## src/rtl/trigger_measure.sv

```systemverilog
// Target-latency meter: counts target_tick strobes from a trigger rising edge
// to the next rising edge of the (asynchronous) target response line.
module trigger_measure #(
   parameter int unsigned SYNC_STAGES = 2,
   parameter int unsigned CNT_W       = 32
) (
   input  logic             clk,
   input  logic             rst_n,
   input  logic             trigger,
   input  logic             target_event,
   input  logic             target_tick,
   input  logic             arm,
   input  logic [CNT_W-1:0] timeout,
   input  logic             set_timeout,
   output logic             busy,
   output logic             valid,
   output logic             timed_out,
   output logic [CNT_W-1:0] count
);

   typedef enum logic [1:0] {
      S_IDLE     = 2'd0,
      S_ARMED    = 2'd1,
      S_COUNTING = 2'd2,
      S_DONE     = 2'd3
   } state_e;

   localparam logic [CNT_W-1:0] CNT_MAX = '1;
   localparam logic [CNT_W-1:0] CNT_ONE = CNT_W'(1);

   state_e                 state_q, state_d;
   logic                   trigger_q;
   logic [SYNC_STAGES-1:0] ev_sync_q;
   logic                   ev_q;
   logic [CNT_W-1:0]       timeout_q;
   logic [CNT_W-1:0]       count_q, count_d;
   logic                   busy_q, busy_d;
   logic                   valid_q, valid_d;
   logic                   timed_out_q, timed_out_d;

   logic                   ev_s;
   logic                   trig_rise;
   logic                   ev_rise;
   logic [CNT_W-1:0]       count_inc;
   logic                   limit_hit;

   // Input conditioning: trigger edge register, event synchroniser and edge register
   always_ff @(posedge clk or negedge rst_n) begin
      if (!rst_n) begin
         trigger_q <= 1'b0;
         ev_sync_q <= '0;
         ev_q      <= 1'b0;
      end else begin
         trigger_q <= trigger;
         ev_sync_q <= {ev_sync_q[SYNC_STAGES-2:0], target_event};
         ev_q      <= ev_s;
      end
   end

   assign ev_s      = ev_sync_q[SYNC_STAGES-1];
   assign trig_rise = trigger & ~trigger_q;
   assign ev_rise   = ev_s & ~ev_q;

   // Timeout register, usable from the cycle after it is written
   always_ff @(posedge clk or negedge rst_n) begin
      if (!rst_n) begin
         timeout_q <= '0;
      end else if (set_timeout) begin
         timeout_q <= timeout;
      end
   end

   // Equality on the incremented value: a timeout lowered below the count never matches
   assign count_inc = count_q + CNT_ONE;
   assign limit_hit = ((timeout_q != '0) && (count_inc == timeout_q)) ||
                      (count_inc == CNT_MAX);

   // State and output registers
   always_ff @(posedge clk or negedge rst_n) begin
      if (!rst_n) begin
         state_q     <= S_IDLE;
         count_q     <= '0;
         busy_q      <= 1'b0;
         valid_q     <= 1'b0;
         timed_out_q <= 1'b0;
      end else begin
         state_q     <= state_d;
         count_q     <= count_d;
         busy_q      <= busy_d;
         valid_q     <= valid_d;
         timed_out_q <= timed_out_d;
      end
   end

   // Next-state and next-output logic
   always_comb begin
      state_d     = state_q;
      count_d     = count_q;
      valid_d     = valid_q;
      timed_out_d = timed_out_q;

      case (state_q)
         S_IDLE: begin
            if (arm) begin
               state_d = S_ARMED;
            end
         end
         S_ARMED: begin
            if (trig_rise) begin
               state_d = S_COUNTING;
               count_d = '0;
            end
         end
         S_COUNTING: begin
            if (target_tick) begin
               count_d = count_inc;
            end
            // An event in the same cycle as the limit tick wins
            if (ev_rise) begin
               state_d     = S_DONE;
               valid_d     = 1'b1;
               timed_out_d = 1'b0;
            end else if (target_tick && limit_hit) begin
               state_d     = S_DONE;
               valid_d     = 1'b1;
               timed_out_d = 1'b1;
            end
         end
         S_DONE: begin
            if (arm) begin
               state_d     = S_ARMED;
               valid_d     = 1'b0;
               timed_out_d = 1'b0;
            end
         end
         default: begin
            state_d = S_IDLE;
         end
      endcase

      busy_d = (state_d == S_ARMED) || (state_d == S_COUNTING);
   end

   assign busy      = busy_q;
   assign valid     = valid_q;
   assign timed_out = timed_out_q;
   assign count     = count_q;

endmodule
```

## config.mk

```make
export PLATFORM = sky130hd
export DESIGN_NAME = trigger_measure
export DESIGN_NICKNAME = d
export VERILOG_FILES = /design/src/rtl/trigger_measure.sv
export SDC_FILE = /design/constraint.sdc
export NUM_CORES = 1
export LEC_CHECK = 0
export ABC_AREA = 1
export CAP_MARGIN = 40
export CORE_ASPECT_RATIO = 0.75
export CORE_MARGIN = 8
export CORE_UTILIZATION = 45
export CTS_BUF_LIST = sky130_fd_sc_hd__clkbuf_16
export CTS_CLUSTER_DIAMETER = 30
export DETAILED_ROUTE_END_ITERATION = 10
export GPL_ROUTABILITY_DRIVEN = 0
export PLACE_DENSITY = 0.78
export SYNTH_ARGS = -nofsm -noshare
export SYNTH_HDL_FRONTEND = slang
export SYNTH_SLANG_ARGS = --single-unit
```

## constraint.sdc

```tcl
create_clock -name clk -period 3.3 [get_ports clk]
set_input_delay 0.495 -clock clk [delete_from_list [all_inputs] [get_ports clk]]
set_output_delay 0.495 -clock clk [all_outputs]
set_load 0.02 [all_outputs]
```

# Word level (Yosys, flattened, before mapping)
# Index checks and enable logic that the tools add are counted.
dict set report totals {
  ff_bits 73
  wordCells 50
}
dict set report classes {
  addsub 1
  eq_ne 11
  muxes 14
  bitwise 4
  reduce_logical 11
}
# operator count
set op_table {}
lappend op_table {{two-way mux 32 bit} 2}
lappend op_table {{one-hot mux 32 bit (2 select lines)} 1}
lappend op_table {{adder 32 x 1 -> 32 bit, second input constant} 1}
lappend op_table {{equality test 32 bit} 1}
lappend op_table {{equality test 32 bit, second input constant} 1}
lappend op_table {{nonzero test 32 bit} 1}
lappend op_table {{two-way mux 2 bit} 4}
lappend op_table {{equality test 2 bit, second input constant} 3}
lappend op_table {{inequality test 2 bit, second input constant} 3}
lappend op_table {{one-hot mux 2 bit (3 select lines)} 1}
lappend op_table {{AND reduction 3 bit} 2}
lappend op_table {{equality test 2 x 1 -> 1 bit, second input constant} 2}
lappend op_table {{two-way mux 1 bit} 4}
lappend op_table {{one-hot mux 1 bit (2 select lines)} 2}
lappend op_table {{nonzero test 2 bit} 2}
lappend op_table {{inequality test 3 bit, second input constant} 1}
lappend op_table {{AND 1 bit} 2}
lappend op_table {{logical AND 1 bit} 2}
lappend op_table {{zero test 2 bit} 1}
lappend op_table {{logical OR 1 bit} 2}
lappend op_table {{inverter 1 bit} 2}
lappend op_table {{OR reduction 2 bit} 1}

# Longest topological paths before layout
dict set report logic_depth {
  word_depth 10
  mapped_depth 22
  ltp_nobuf 22
}

# Worst setup path after synthesis
# Ideal clock, no wire load.
dict set report synth_path {
  path_type {register -> register}
  from {reg count_q[0], in the netlist count[0]}
  to {reg timed_out_q, in the netlist timed_out}
  setup_ps 117
  arrival_ps 2257
  required_ps 3183
  path_slack_ps 926
  path_stages_with_launch 23
  cell_sequence {dfrtp_1 -> ha_1 -> nand2_2 -> nor2_8 -> nand2_4 -> nor2_8 -> nand2_2 -> nand2_2 -> nand2_1 -> nand2_1 -> nand2_1 -> nor2_1 -> nand2_1 -> nor2_1 -> nand3_1 -> nand2_1 -> nand2_1 -> nand2_1 -> nand2_1 -> nand2_1 -> nand2_1 -> nand2_1 -> nand2_1}
}
dict set report synth_via {
  elab_chain_cells 7
  elab_cells_between_ends 8
}
# item line_no
set synth_lines {}
lappend synth_lines {{from (decl)} 36} ;# logic [CNT_W-1:0] count_q, count_d;
lappend synth_lines {{from (signal assigned)} 88} ;# count_q <= count_d;
lappend synth_lines {{adder 32 x 1 -> 32 bit (*)} 74} ;# assign count_inc = count_q + CNT_ONE;
lappend synth_lines {{equality test 32 bit} 75} ;# assign limit_hit = ((timeout_q != '0) && (count_inc == timeout_q)) ||
lappend synth_lines {{logical AND 1 bit} 75}
lappend synth_lines {{logical OR 1 bit (*)} 75}
lappend synth_lines {{logical AND 1 bit (*)} 123} ;# end else if (target_tick && limit_hit) begin
lappend synth_lines {{inequality test 3 bit (no source line) (*)} n/a}
lappend synth_lines {{AND reduction 3 bit (no source line) (*)} n/a}
lappend synth_lines {{to (signal assigned)} 91} ;# timed_out_q <= timed_out_d;
lappend synth_lines {{to (decl)} 39} ;# logic timed_out_q, timed_out_d;
# Mark *: on every way between the ends. The rest lies on a longest branch, timed or not.
# A chain may end at the register's enable or synchronous reset.

# Worst setup path in the final report
# Same ends and word-level chain as after synthesis.

==> results_dict.tcl <==
set metrics [dict create \
    run_status "completed" \
    routed_wire_length_per_instance_um 15.9 \
    cts_tree "built" \
    most_common_cell_after_layout_fill_and_taps_aside "nand2_1" \
    yosys_warnings 0 \
    cellInternalPower_uw 1810 \
    maxClockFrequency_mhz 356 \
    antenna_found_initial 0 \
    power_frac_clock 0.337 \
    synth.yosys.seq_area_share 0.390 \
    post_drt_via_cell_ratio 5.51 \
    dieHeight_um 104 \
    drc 0 \
    hold_fix_buffers_at_cts 0 \
    crit_family "simple AND/OR/NAND/NOR gates" \
    antenna-diode-count 0 \
    insertion_delay_ns 0.34 \
    syn_avg_cell_area_sq_um 6.67 \
    netSwitchingPower_uw 988 \
    drt-total-wl_um 14600 \
    cpMaxStageDelayCell "dfrtp_1" \
    drt_iter0_markers 602 \
    cts_setup_buffers 0 \
    hold_viol 0 \
    cts.sinks 73 \
    source_of_the_worst_register_to_register_timing_path "count[0]" \
    num_cts_buffers 9 \
    grt_pass1_wl_um 24200 \
    flip_flop_and_latch_count_after_synthesis 73 \
    post_cts_resize_count 0 \
    area.sequential_sq_um 1830 \
    r2r_setup_slack_ns 0.49 \
    timing.critical_path.to_type "flop" \
    floorplan.initialDensity 0.459 \
    final_util 0.572 \
    floorplan.die_area_sq_um 14000 \
    die-width_um 134 \
    cells_traversed_along_the_worst_timing_path "ha_1 -> nand2_2 -> nor2_8 -> nand2_4 -> o21ai_1 -> nand2_1 -> nor2_1 -> nand2_1 -> nor3_1 -> nand4_1 -> nand2_1 -> nand2_1 -> nand2_1 -> nand2_1 -> nand2_1 -> nand2_1 -> nand2_1 -> nand2_1" \
    critical_path_peak_fanout 8 \
    antenna_violating_nets_post_route 0 \
    netlist.top_cell.by_area "dfrtp_1" \
    worst_ir_drop_vdd_mv 0.512 \
    min_period_over_period 0.850 \
    p_sw_frac 0.353 \
    synth_cell_types 29 \
    power.density_cell_area_nw_per_um2 479 \
    critical_path.n_buffers_inverters 0 \
    grt_pass1_vias 5110 \
    worst_path_most_repeated_cell "nand2_1" \
    fin_skew_ns 0.00813 \
    synthCells 703 \
    reg2reg_to "timed_out" \
    final_critical_path_setup_slack_ns 0.494 \
    cp.required_ns 3.53 \
    top_level_ports 74 \
    num-nets-final 822 \
    grt_max_degree 44 \
    leakagePower_uw 0.00264 \
    core.rowCount 32 \
    rsz0062_at_grt "false" \
    h-tree-depth 3 \
    timing_worst_setup_path_type "flop to flop" \
    multi_input_logic_area_sq_um 2470 \
    totalNegativeSetupSlack_ns 0 \
    grt_usage 0.214 \
    report.final.setup_viol 0 \
    clock_path_buffers 2 \
    finalMaxSlewViolations 0 \
    synthesis.nets 747 \
    worst_setup_hold_path_clk_slew_ns 0.05 \
    filler_cell_count 993 \
    io_buffer_count 73 \
    global_route.overflow_total 0 \
    worst_setup_path_start_kind "flop" \
    max_cap_violations 0 \
    total_power_draw_uw 2800 \
    dpl.hpwl_um 11200 \
    worst_slew_pin_slew_ns 0.690 \
    timing.reg2reg.worst_path_depth 18 \
    final_layout_size_suffix_gt1_frac 0.0626 \
    slowest_delay_ns 0.47 \
    p_comb_frac 0.286 \
    power.sequential.fraction 0.378 \
    share_of_the_synthesized_area_in_the_top_cell_type 0.390 \
    synthTopCellsByArea "dfrtp_1 39%, nand2_1 19%, nand3_1 8.4%" \
    layout.cells.most_common_list "242 x nand2_1, 89 x inv_1, 82 x nor2_1" \
    worst_slew_margin_rel 0.540 \
    place_ws_ns 0.557 \
    detailedRoute.firstPassIterationCount 5 \
    tightest_hold_check_type "primary input to async pin" \
    layout_min_cycle_time_ns 2.81 \
    layout-area-overhead-vs-synth_pct 24.6 \
    placeableCoreArea_sq_um 10200 \
    cts_root_buf "clkbuf_16" \
    syn_area_sq_um 4690 \
    cp_data_arrival_time_ns 3.03 \
    routed-via-count 5062 \
]
-- power groups by stage --
stage | clock network, uW | registers, uW | logic, uW
floorplan | 0 | 1080 | 453
global placement | 0 | 1060 | 739
detailed placement | 0 | 1070 | 774
CTS | 955 | 1060 | 777
global route | 999 | 1070 | 873
finish | 942 | 1060 | 799
-- flip-flops by register name (all words and copies together) (netlist names) --
signal     count
count         32
timeout_q     32
ev_sync_q      2
state_q        2
busy           1
ev_q           1
timed_out      1
trigger_q      1
valid          1
-- cell type report --
| cell class | instances | area share |
|---|---|---|
| Timing Repair Buffer | 79 | 0.131 |
| Clock inverter | 7 | 0.00942 |
| Multi-Input combinational cell | 528 | 0.423 |
| Sequential cell | 73 | 0.313 |
| Tap cell | 136 | 0.0291 |
| Inverter | 87 | 0.0559 |
| Clock buffer | 9 | 0.0386 |
-- cells by family after synthesis --
logic type | after synthesis | share of synthesized area
simple gates | 442 | 0.410
fa+ha+maj | 5 | 0.0133
mux | 3 | 0.00720
xor+xnor | 5 | 0.0123
flops | 73 | 0.390
buf+inv | 102 | 0.0832
compound gates | 73 | 0.0840
-- Yosys cell counts (all sizes together) --
master and instances:
a211oi 1, a21oi 3, buf 4, clkbuf 11
dfrtp 73, ha 5, inv 87, mux2 3
nand2 252, nand3 82, nand3b 1, nand4 7
nor2 94, nor3 5, o21ai 49, o21bai 1
o22ai 19, or2 1, xnor3 1, xor2 4
-- stage by stage --
step                hold WS (ns)  instance area (sq um)  std cells
floorplan                  0.199                   4690        703
CTS                        0.196                   5840        919
detailed placement         0.348                   5560        903
global route               0.215                   5840        919
global placement           0.332                   5560        903
finish                     0.181                   5840        919
-- layer usage --
layer	up-vias	GRT usage	routed length, um
li1	2398	-	-
met1	2367	0.284	6440
met2	257	0.317	6250
met3	40	0.0632	1530
met4	0	0.0919	389
met5	-	0	0
-- how the worst max path moves through the flow --
stage	from	to	slack (ns)	cells past startpoint
global route	count[0]	timed_out	0.20	22
CTS	count[0]	timed_out	0.53	22
global placement	count[0]	busy	0.74	18
floorplan	count[0]	timed_out	0.93	22
detailed placement	count[0]	timed_out	0.56	22
finish	count[0]	timed_out	0.49	18
(Power assumes the default switching activity.)
==> variant 1 (same settings) <==
Register the output `count` once more, cleared by the reset; this adds one clock of latency there. The other outputs are not delayed to match.
--- a/src/rtl/trigger_measure.sv
+++ b/src/rtl/trigger_measure.sv
@@ -146,3 +146,9 @@
    assign timed_out = timed_out_q;
-   assign count     = count_q;
+   always_ff @(posedge clk or negedge rst_n) begin
+      if (!rst_n) begin
+         count <= '0;
+      end else begin
+         count <= count_q;
+      end
+   end
 
Function: changed (Yosys sat finds a counterexample within 4 cycles, from zero or initial values and one cycle with rst_n low).
==> variant 1 against the unedited design <==
- routed wire length increased by 0.27%
- synthesized area increased by 16%
- total power increased by 20%
- final area increased by 14%
- critical endpoint is now valid$_DFFE_PN0P_
- setup slack improved by 0.078 ns
- largest power group unchanged
- sequential cell count increased by 32
- critical path type unchanged
- critical path depth decreased by 2
- die area increased by 14%
==> variant 1: results (changes against the unedited design) <==
Cells and area
  • Layout Nets: 829 (+0.85%)
  • Biggest regs: count: 32 flops, count_q: 32 flops, timeout_q: 32 flops
  • Layout fillers: 1078 (+8.6%)
  • Final antenna diode count: 0 (unchanged)
  • Fraction of layout cells with a size suffix above 1: 7.72% (+1.5 points)

Clock tree
  • Clock edge transition at the registers on the reported setup and hold paths: 0.07 ns (+0.02 ns)
  • Post-CTS sizing: 0 (unchanged)
  • Hold_buf cts: 0 (unchanged)
  • Clock root cell: clkbuf_16
  • Inserted Clock Buffers: 9 (unchanged)
  • Post-CTS setup buffers: 0 (unchanged)
  • H-tree depth: 3 (unchanged)
  • Worst-Skew Late Latency: 0.35 ns
  • Max Root-Sink Buffers: 2 (unchanged)

Pwr
  • Power share of the sequential group: 44.0% (+6.2 points)
  • Leakage: 3.02 nW (+14%)
  • Internal Dissipation: 0.00233 W (+29%)
  • Peak supply drop: 0.000238 V (-54%)
  • Clk network pwr share: 34.0% (+0.3 points)

Synth
  • Synth cell count leaders: nand2_1 (206), dfrtp_1 (105), nor2_1 (87)
  • Syn_nets: 755 (+1.1%)
  • Warnings from Yosys: 0 (unchanged)
  • Top-count cell post-synth: nand2_1
  • Async SR Flop Fraction: 100% (unchanged)
  • Ranking of synthesized cells by area: dfrtp_1 (48%), nand2_1 (14%), nand3_1 (6.8%)
  • Post-synth cell types: 28 (-3.4%)
  • Sequential area share after synthesis: 48.4% (+9.4 points)

Worst hold path
  • Hold/Removal Path Class: input pin to async pin

Worst setup path
  • Max FO, Critical Path: 7 (-1)

Timing
  • Worst Tran Pin Value: 0.836 ns (+0.145 ns)
  • Skew final: 0.00788 ns (-0.000246 ns)

GRT
  • Gr usage total: 18.8% (-2.7 points)
  • Vias in the first global route: 4541 (-11%)
  • Initial antenna violation count: 0 (unchanged)
  • First-pass GRT wire length: 23.5 mm (-3.0%)
  • Largest net degree at the start of global routing: 63 (+43%)

Drt
  • DRT iter0 DRCs: 724 (+20%)
  • 1st-pass router iterations: 6 (+1)
  • Via count: 4954 (-2.1%)
  • Post-DR wirelength/cell: 15.4 µm (-3.2%)

Outcome
  • Status: finished, final reports clean

Placement
  • I/O Buffers: 73 (unchanged)
  • Hpwl dp: 11.3 mm (+1.6%)
[variant 1: changes by cell type after synthesis, moves of 2 or more]
| cell | delta |
|---|---|
| dfrtp_1 | +32 |
| nand3_1 | -5 |
| xnor2_1 | +2 |
| buf_1 | -3 |
| nand2_2 | +10 |
| xnor3_1 | +2 |
| clkbuf_1 | +3 |
| nor2_1 | +5 |
| inv_1 | -5 |
| inv_2 | +2 |
| nand2_1 | -36 |
| or2_2 | +2 |
| nand3_2 | -2 |
| and2_1 | +3 |
[variant 1: layer usage]
metal | vias to the layer above | track usage, % | part of all wire [%]
met1 | 2208 | 30.1 | 48
met3 | 18 | 4.99 | 14
met2 | 316 | 23.0 | 36
met5 | - | 0 | 0
li1 | 2412 | - | -
met4 | 0 | 5.65 | 1.3
[variant 1: path summary, 6_finish.rpt]
path | from | endpoint | slack (ns) | cells past startpoint
max in group asynchronous | rst_n | count[26]$_DFF_PN0_ | 2.36 | 2
max reg2reg | count_q[0]$_DFFE_PN0P_ | valid$_DFFE_PN0P_ | 0.57 | 16
min in group clk | ev_sync_q[0]$_DFF_PN0_ | ev_sync_q[1]$_DFF_PN0_ | 0.36 | 0
min reg2reg | ev_sync_q[0]$_DFF_PN0_ | ev_sync_q[1]$_DFF_PN0_ | 0.36 | 0
max | count_q[0]$_DFFE_PN0P_ | valid$_DFFE_PN0P_ | 0.57 | 16
min | rst_n | timeout_q[1]$_DFFE_PN0P_ | 0.19 | 1
[variant 1: per-stage QoR]
step,cells,setup slack [ns],instance area (µm²),total power (W)
2_1_floorplan,711,1.15,5430,0.00192
3_3_place_gp,936,0.744,6350,0.00220
3_5_place_dp,936,0.684,6350,0.00221
4_1_cts,952,0.651,6670,0.00336
5_1_grt,952,0.293,6670,0.00350
6_report,952,0.572,6670,0.00334
[variant 1: critical path, cell delays in order, from the launching register on]
cell and delay (ns):
dfrtp_1 0.50, ha_1 0.26, nand2_2 0.11, nor2_4 0.21, nand3_2 0.22, nor2_1 0.15, nand2_1 0.06, nand2_1 0.18
nand3_1 0.11, nor3_1 0.21, nand4_1 0.12, nand2_1 0.12, nand2_1 0.08, nand2_1 0.06, nand2_1 0.09, nand2_1 0.07
o21ai_1 0.06
[variant 1: area by class of cell]
type	count	area [µm²]	share of cell area (%)
Clock buffer	9	225	3.38
Clock inverter	7	93.8	1.41
Timing Repair Buffer	77	766	11.5
Inverter	84	315	4.73
Tap cell	162	203	3.04
Sequential cell	105	2630	39.4
Multi-Input combinational cell	508	2440	36.6
[variant 1: cell families after synthesis]
kind of cell    Yosys count  synth area share (%)
flops                   105                  48.4
simple gates            418                  33.8
mux                       2                 0.415
xor+xnor                  8                  2.05
fa+ha+maj                 5                  1.15
compound gates           75                  7.44
buf+inv                  98                  6.77
==> variant 2 (config.mk and constraints unchanged) <==
Made on the original files. Set the parameter `CNT_W` to 28 (it was 32).
--- a/src/rtl/trigger_measure.sv
+++ b/src/rtl/trigger_measure.sv
@@ -4,3 +4,3 @@
    parameter int unsigned SYNC_STAGES = 2,
-   parameter int unsigned CNT_W       = 32
+   parameter int unsigned CNT_W       = 28
 ) (
Interface: changed (resized count and timeout); port bits go from 74 to 66. No check against the original RTL was run, so the function may have changed too.
==> variant 2 against the unedited design <==
- sequential cell count is 8 lower
- largest power group is now clock
- highest routed layer unchanged
- global-route usage shrank 0.47 points
- final cell count decreased by 12%
- count of clock-buffer cells in the layout unchanged
- sequential share of layout area is 0.078 points higher
- final area decreased by 11%
- sequential power down 11%
- setup slack better by 0.089 ns
- total power fell by 5.1%
- utilization is 0.62 points higher
- routed wire length is 14% lower
- synthesized area is 12% lower
- via count is 13% lower
- critical path type unchanged
==> variant 2: results (changes against the unedited design) <==
Synth
  • Syn_nets: 660 (-12%)
  • Ranking of synthesized cells by area: dfrtp_1 (39%), nand2_1 (19%), nand3_1 (8.5%)
  • Synth cell count leaders: nand2_1 (212), inv_1 (78), nand3_1 (70)
  • Avg Cell Area, Syn: 6.66 µm² (-0.20%)
  • Sequential area share after synthesis: 39.4% (+0.45 points)

Worst setup path
  • R2R depth: 22 (+4)

Cells and area
  • Layout non-clock buf frac: 13.1% (-0.038 points)
  • Seq cells: 65 (-11%)
  • Inverters, non-clock: 81 (-6.9%)
  • Fraction of area in registers: 31.3% (+0.078 points)
  • Layout fillers: 855 (-14%)
  • Non-filler cells, final: 806 (-12%)
  • Fraction of layout cells with a size suffix above 1: 7.49% (+1.2 points)
  • Non-clk bufs: 70 (-11%)

Drt
  • 1st-pass router iterations: 6 (+1)
  • WL met2: 5.46 mm (-13%)
  • Routed WL: 12.5 mm (-14%)
  • Met3 wire length: 1.26 mm (-18%)
  • Via count: 4425 (-13%)

Pwr
  • Internal Dissipation: 0.00171 W (-5.3%)
  • Clk network pwr share: 36.0% (+2.3 points)
  • Peak supply drop: 0.000410 V (-20%)

GRT
  • First-pass GRT wire length: 21.1 mm (-13%)
  • Grt met2 use: 31.7% (about the same)
  • Gr usage total: 20.9% (-0.47 points)
  • Global Route met1 Usage: 27.1% (-1.3 points)

Outcome
  • Status: finished, final reports clean

Placement
  • Hpwl dp: 9.36 mm (-16%)
-- variant 2: per-stage QoR --
step | util [%] | area, µm² | setup slack, ns | hold WS, ns
finish | 57.8 | 5190 | 0.582 | 0.157
global route | 57.8 | 5190 | 0.309 | 0.207
CTS | 57.8 | 5190 | 0.635 | 0.174
detailed placement | 54.5 | 4890 | 0.651 | 0.335
global placement | 54.5 | 4890 | 0.773 | 0.333
floorplan | - | 4130 | 0.966 | 0.199
-- variant 2: worst max path at each step --
stage	cells past startpoint	from	slack (ns)	to
finish	22	count[0]$_DFFE_PN0P_	0.58	busy$_DFF_PN0_
global route	22	count[0]$_DFFE_PN0P_	0.31	valid$_DFFE_PN0P_
CTS	22	count[0]$_DFFE_PN0P_	0.64	timed_out$_DFFE_PN0P_
detailed placement	22	count[0]$_DFFE_PN0P_	0.65	timed_out$_DFFE_PN0P_
global placement	22	count[0]$_DFFE_PN0P_	0.77	busy$_DFF_PN0_
floorplan	22	count[0]$_DFFE_PN0P_	0.97	timed_out$_DFFE_PN0P_
-- variant 2: cell families after synthesis --
logic type	after synthesis	synth area share, %
flops	65	39.4
compound gates	63	8.31
fa+ha+maj	5	1.52
xor+xnor	2	0.424
buf+inv	93	8.64
simple gates	389	40.9
mux	3	0.818
-- variant 2: worst max-delay path, cell delays in order (launching register included) --
cell     delay, ns
dfrtp_1       0.47
ha_1          0.26
nand2_2       0.11
nor2_4        0.19
nand2_2       0.13
nor2_2        0.18
nand2_1       0.07
nand2_1       0.09
nand2_2       0.07
nand2_1       0.06
nand2_1       0.05
nor2_1        0.11
nand2_1       0.11
nor2_1        0.13
nand3_1       0.09
nand2_1       0.07
nand2_1       0.05
nand2_1       0.06
nand2_2       0.06
nand2_1       0.08
nand2_1       0.07
nand2_1       0.06
nand2_1       0.05
